==> src/rtl/multi_matmul_sched.sv <==
// Job sequencer for a bank of matmul lanes: drives en/reset_acc,
// captures each lane's result on acc_done and drains them in lane order.
module multi_matmul_sched #(
  parameter int OUT_W           = 512,
  parameter int NUM_LANES       = 2,
  parameter int INNER_DIMENSION = 64,
  parameter int BLOCK_SIZE      = 2,
  parameter int TIMEOUT_CYCLES  = 1024,
  localparam int LW = (NUM_LANES > 1) ? $clog2(NUM_LANES) : 1
) (
  input  logic                 clk,
  input  logic                 rst_n,
  input  logic                 start,
  input  logic [NUM_LANES-1:0] lane_mask,
  input  logic                 in_valid,
  output logic                 in_ready,
  output logic                 mm_en,
  output logic                 mm_reset_acc,
  input  logic [NUM_LANES-1:0] mm_acc_done,
  input  logic [NUM_LANES-1:0] mm_systolic_finish,
  input  logic [OUT_W-1:0]     mm_out [NUM_LANES],
  output logic [OUT_W-1:0]     out_data,
  output logic [LW-1:0]        out_lane,
  output logic                 out_valid,
  input  logic                 out_ready,
  output logic                 out_last,
  output logic                 busy,
  output logic                 done,
  output logic                 err_timeout,
  output logic                 sys_finish_all
);
  localparam int NB = INNER_DIMENSION / BLOCK_SIZE;
  localparam int BW = $clog2(NB + 1);
  localparam int TW = $clog2(TIMEOUT_CYCLES + 1);

  typedef enum logic [2:0] {
    S_IDLE, S_CLEAR, S_FEED, S_WAIT, S_DRAIN, S_DONE
  } state_t;

  state_t               state_q, state_d;
  logic [NUM_LANES-1:0] mask_q, cap_q, cap_d, sf_q, hit;
  logic [OUT_W-1:0]     res_q [NUM_LANES];
  logic [BW-1:0]        beat_q;
  logic [TW-1:0]        to_q;
  logic [LW-1:0]        ptr_q, first_l, next_l, last_l;
  logic                 err_q, launch, capt, all_cap, to_hit;
  logic                 beat_acc, draining, hs;

  assign launch   = (state_q == S_IDLE) && start && (|lane_mask);
  assign capt     = (state_q == S_FEED) || (state_q == S_WAIT);
  assign hit      = capt ? (mm_acc_done & mask_q & ~cap_q) : '0;
  assign cap_d    = cap_q | hit;
  // Include this cycle's captures so WAIT exits without an extra cycle
  assign all_cap  = (cap_d & mask_q) == mask_q;
  assign to_hit   = to_q == TW'(TIMEOUT_CYCLES - 1);
  assign beat_acc = (state_q == S_FEED) && in_valid;
  assign draining = state_q == S_DRAIN;
  assign hs       = draining && out_ready;

  always_comb begin
    first_l = '0;
    next_l  = '0;
    last_l  = '0;
    for (int i = NUM_LANES - 1; i >= 0; i--)
      if (mask_q[i]) first_l = LW'(i);
    for (int i = NUM_LANES - 1; i >= 0; i--)
      if (mask_q[i] && (i > int'(ptr_q))) next_l = LW'(i);
    for (int i = 0; i < NUM_LANES; i++)
      if (mask_q[i]) last_l = LW'(i);
  end

  always_comb begin
    state_d = state_q;
    unique case (state_q)
      S_IDLE:  if (launch) state_d = S_CLEAR;
      S_CLEAR: state_d = S_FEED;
      S_FEED:
        if (beat_acc && (beat_q == BW'(NB - 1)))
          state_d = S_WAIT;
      S_WAIT:
        if (all_cap)     state_d = S_DRAIN;
        else if (to_hit) state_d = S_DONE;
      S_DRAIN: if (hs && (ptr_q == last_l)) state_d = S_DONE;
      S_DONE:  state_d = S_IDLE;
      default: state_d = S_IDLE;
    endcase
  end

  always_ff @(posedge clk or negedge rst_n) begin
    if (!rst_n) begin
      state_q <= S_IDLE;
      mask_q  <= '0;
      cap_q   <= '0;
      sf_q    <= '0;
      beat_q  <= '0;
      to_q    <= '0;
      ptr_q   <= '0;
      err_q   <= 1'b0;
      for (int i = 0; i < NUM_LANES; i++) res_q[i] <= '0;
    end else begin
      state_q <= state_d;
      if (launch) begin
        mask_q <= lane_mask;
        err_q  <= 1'b0;
      end
      if (state_q == S_CLEAR) begin
        cap_q  <= '0;
        sf_q   <= '0;
        beat_q <= '0;
        to_q   <= '0;
      end else begin
        cap_q <= cap_d;
        if (state_q != S_IDLE) sf_q <= sf_q | mm_systolic_finish;
        if (beat_acc) beat_q <= beat_q + 1'b1;
        if (state_q == S_WAIT) to_q <= to_q + 1'b1;
      end
      if ((state_q == S_WAIT) && !all_cap && to_hit) err_q <= 1'b1;
      if ((state_q == S_WAIT) && all_cap) ptr_q <= first_l;
      else if (hs)                        ptr_q <= next_l;
      for (int i = 0; i < NUM_LANES; i++)
        if (hit[i]) res_q[i] <= mm_out[i];
    end
  end

  assign in_ready       = state_q == S_FEED;
  assign mm_en          = beat_acc || (state_q == S_WAIT);
  assign mm_reset_acc   = state_q == S_CLEAR;
  assign busy           = (state_q == S_CLEAR) || (state_q == S_FEED) ||
                          (state_q == S_WAIT)  || draining;
  assign done           = state_q == S_DONE;
  assign err_timeout    = err_q;
  assign sys_finish_all = (|mask_q) && (&(sf_q | ~mask_q));
  assign out_valid      = draining;
  assign out_data       = draining ? res_q[ptr_q] : '0;
  assign out_lane       = draining ? ptr_q : '0;
  assign out_last       = draining && (ptr_q == last_l);
endmodule

==> config.mk <==
export PLATFORM = sky130hd
export DESIGN_NAME = multi_matmul_sched
export DESIGN_NICKNAME = d
export VERILOG_FILES = /design/src/rtl/multi_matmul_sched.sv
export SDC_FILE = /design/constraint.sdc
export NUM_CORES = 2
export LEC_CHECK = 0
export CELL_PAD_IN_SITES_DETAIL_PLACEMENT = 0
export CELL_PAD_IN_SITES_GLOBAL_PLACEMENT = 2
export CORE_AREA = 5 5 608 610
export DETAILED_ROUTE_END_ITERATION = 12
export DIE_AREA = 0 0 613 615
export GPL_ROUTABILITY_DRIVEN = 0
export GPL_TIMING_DRIVEN = 0
export PLACE_DENSITY = 0.45
export SLEW_MARGIN = 15
export SYNTH_ARGS = -nofsm -noshare
export SYNTH_HDL_FRONTEND = slang
export SYNTH_SLANG_ARGS = --single-unit
==> constraint.sdc <==
create_clock -name clk -period 2.44 [get_ports clk]
set_input_delay 0.488 -clock clk [delete_from_list [all_inputs] [get_ports clk]]
set_output_delay 0.488 -clock clk [all_outputs]
set_load 0.02 [all_outputs]
==> results_dict.tcl <==
set metrics [dict create \
    status "complete, but fails checks" \
    violations "hold timing, setup timing" \
    fmax_mhz 310 \
    layout_setup_ws_ns -0.788 \
    critPathRequiredTime_ns 1.95 \
    ant_nets 0 \
    grtUsageTotal 0.158 \
    dr.first_iter.drc_count 1505 \
    clk_latency_ns 0.86 \
    critPathTopFamily "buffers and inverters" \
    synth_fa_ha_area_frac 0.000791 \
    path_cells "buf_6 -> nor2_4 -> nand2_4 -> buf_16 -> buf_16 -> buf_6 -> nor2_4 -> clkdlybuf4s15_2" \
    cts_root_buf "clkbuf_16" \
    holdCritPathClass "input port to async pin" \
    syn_area_per_cell_um2 13.7 \
    finalCritPeriodShare 1.32 \
    holdWs_ns -0.388 \
    max_stage_delay_ns 0.38 \
    finalSetupTns_ns -591.05 \
    initial_core_util 0.130 \
    peakVddDrop_uv 458 \
    max_cap_viol_count 0 \
    ys_warn_count 0 \
    fp.dieH_um 615 \
    synth-edff-count 0 \
    fin_nets 6258 \
    synth_area_um2 47400 \
    port_buffers 1556 \
    powerDensity_nw_per_um2 1180 \
    p_leak_nw 31.2 \
    htree_levels 4 \
    fin_worst_skew_ns 0.0697 \
    syn_nets 4505 \
    path_buf_inv 5 \
    design.die.area_um2 377000 \
    synth-compound-area-share 0.00475 \
    ff_latch_area_um2 26300 \
    multiInputGateArea_um2 21200 \
    grt_antenna_before_repair 186 \
    synthFlopType "dfrtp_1" \
    cpMaxStageDelayCell "dfrtp_1" \
    synth-simple-area-share 0.0485 \
    crit_path_start "state_q[1]$_DFFE_PN0P_" \
    rsz0062_at_grt "yes" \
    r2r-start "state_q[1]$_DFFE_PN0P_" \
    synth_top_area_share 0.555 \
    core-area_um2 364000 \
    firstDrtPassIters 4 \
    synth_top_family_by_area "multiplexers" \
    synth_mux_area_frac 0.352 \
    vias 36152 \
    seq_area_frac_synth 0.555 \
    grt_overflow 0 \
    postSynth.asyncResetShare 1.00 \
    n_fill_cell 39333 \
    wirelength_mm 310 \
    slew_violations 0 \
    relSlewSlack 0.409 \
    stdcell_count 10175 \
    finalHoldViolations 100 \
    synth.distinct_cells 40 \
    fp.dieW_um 613 \
    cts_buffer_depth 4 \
    synth_seq_cells 1052 \
    critPathArrivalTime_ns 2.74 \
    dp_hpwl_mm 253 \
    drive_gt1_frac 0.233 \
    pin_count 1557 \
    setup_viol 1543 \
    grt_pass1_wl_mm 400 \
    period_needed_ns 3.23 \
    grt_pass1_vias 39000 \
    cts_sinks 1052 \
    synth_xor_area_frac 0.00129 \
    synthCells 3467 \
    drcViolationCount 0 \
    rows 222 \
    synth_area_leaders "dfrtp_1 (56%), mux2_1 (22%), mux2i_1 (11%), nor2_1 (4.2%), buf_6 (2.5%)" \
    path_class "flip-flop to output pin" \
    via_per_inst 3.55 \
    area_growth_syn_to_layout_pct 61.2 \
    grt_max_degree 122 \
    place_inst 9848 \
    tightest_slew_ns 0.886 \
    endpoint_kind "output pin" \
    clk_pin_slew_ns 0.06 \
    cts_tree "yes" \
    yosys.area.top_type "dfrtp_1" \
    cp_max_fo 10 \
    startpoint_type "flip-flop" \
    cts_buffers 156 \
    routedWlPerCell_um 30.5 \
]
[routing by layer]
layer / global-route usage / vias to the layer above / wire length (um)
met1: 0.186 / 18681 / 124000
met2: 0.281 / 1236 / 155000
met3: 0.0540 / 490 / 24000
met5: 0 / - / 482
li1: - / 15671 / -
met4: 0.0270 / 74 / 6450
[cells in the mapped netlist (all sizes together) (4+ instances only)]
master / count
nor3: 8
nand3: 11
nand2: 17
xor2: 4
mux2i: 516
dfrtp: 1052
o21ai: 15
nor2: 530
inv: 6
a21oi: 9
mux2: 1024
clkbuf: 45
nor2b: 4
buf: 190
[power by group]
group | switching [mW] | total, mW | internal, mW | leakage, nW
Combinational | 18.3 | 35.3 | 16.9 | 16.3
Clock | 9.40 | 22.7 | 13.3 | 2.40
Sequential | 5.98 | 32.3 | 26.4 | 12.6
Total | 33.7 | 90.3 | 56.6 | 31.2
[cells by family after synthesis]
group                      after synthesis
AOI/OAI and AO/OA                       37
xor gates and xnor gates                 7
adders and majority gates                3
buffers and inverters                  241
DFF                                   1052
muxes                                 1540
and+or+nand+nor                        587
[final cells by class]
cell class	count	share of cell area
Antenna cell	36	0.00118
Multi-Input combinational cell	2174	0.277
Clock buffer	224	0.0585
Inverter	6	0.000295
Buffer	235	0.0362
Sequential cell	1052	0.344
Tap cell	4816	0.0788
Clock inverter	37	0.00609
Timing Repair Buffer	1595	0.197
[per-stage QoR]
step                worst slack, ns  power, mW   util  instance area [um2]
floorplan                     0.341       48.4      -                47400
global route                 -0.958       95.8  0.210                76400
finish                       -0.788       90.3  0.210                76400
global placement             -54.93       63.9  0.190                69000
CTS                           -1.18       90.0  0.207                75500
detailed placement            -2.00       64.3  0.190                69300
[state kept, by name, indices dropped and copies added, names as in the netlist]
name         count
state_q          3
beat_q           6
mask_q           2
ptr_q            1
err_timeout      1
sf_q             2
to_q            11
cap_q            2
res_q         1024
[cell usage in the layout, fill, tap and decap left out, drive strengths merged, types with 5 or more instances in the layout]
master,n
dfrtp,1052
clkdlybuf4s50,1040
mux2,1024
nor2,530
mux2i,516
buf,461
clkbuf,376
dlygate4sd2,102
clkdlybuf4s15,72
diode,36
clkinv,21
nand2,17
o21ai,15
nand3,11
inv,11
a21oi,9
nor3,8
clkinvlp,6
bufinv,5
[path summary, 6_finish.rpt]
| path | end | slack [ns] | depth (start not counted) |
|---|---|---|---|
| min | res_q[413]$_DFFE_PN0P_ | -0.39 | 1 |
| max reg2reg | res_q[526]$_DFFE_PN0P_ | -0.48 | 9 |
| min in group clk | res_q[313]$_DFFE_PN0P_ | 0.22 | 2 |
| max in group asynchronous | res_q[544]$_DFFE_PN0P_ | 0.06 | 5 |
| max | out_data[392] | -0.79 | 8 |
| min reg2reg | res_q[937]$_DFFE_PN0P_ | 0.49 | 1 |
[timing repair]
item,4_1_cts,5_1_grt
cloned,3,3
pin swaps,14,12
endpoints found under the hold margin,100,100
setup endpoints to repair,1530,1667
buffers inserted,3,21
resized for setup,1618,1084
[worst reg2reg max path: stages (launching register included)]
cell and delay, ns:
dfrtp_1 0.38, buf_4 0.14, buf_4 0.13, inv_2 0.17, nor2_4 0.09, nand3_1 0.08, buf_2 0.61, buf_6 0.43
buf_6 0.33, mux2_1 0.38
Note: power is estimated with default switching activity, not from simulation.
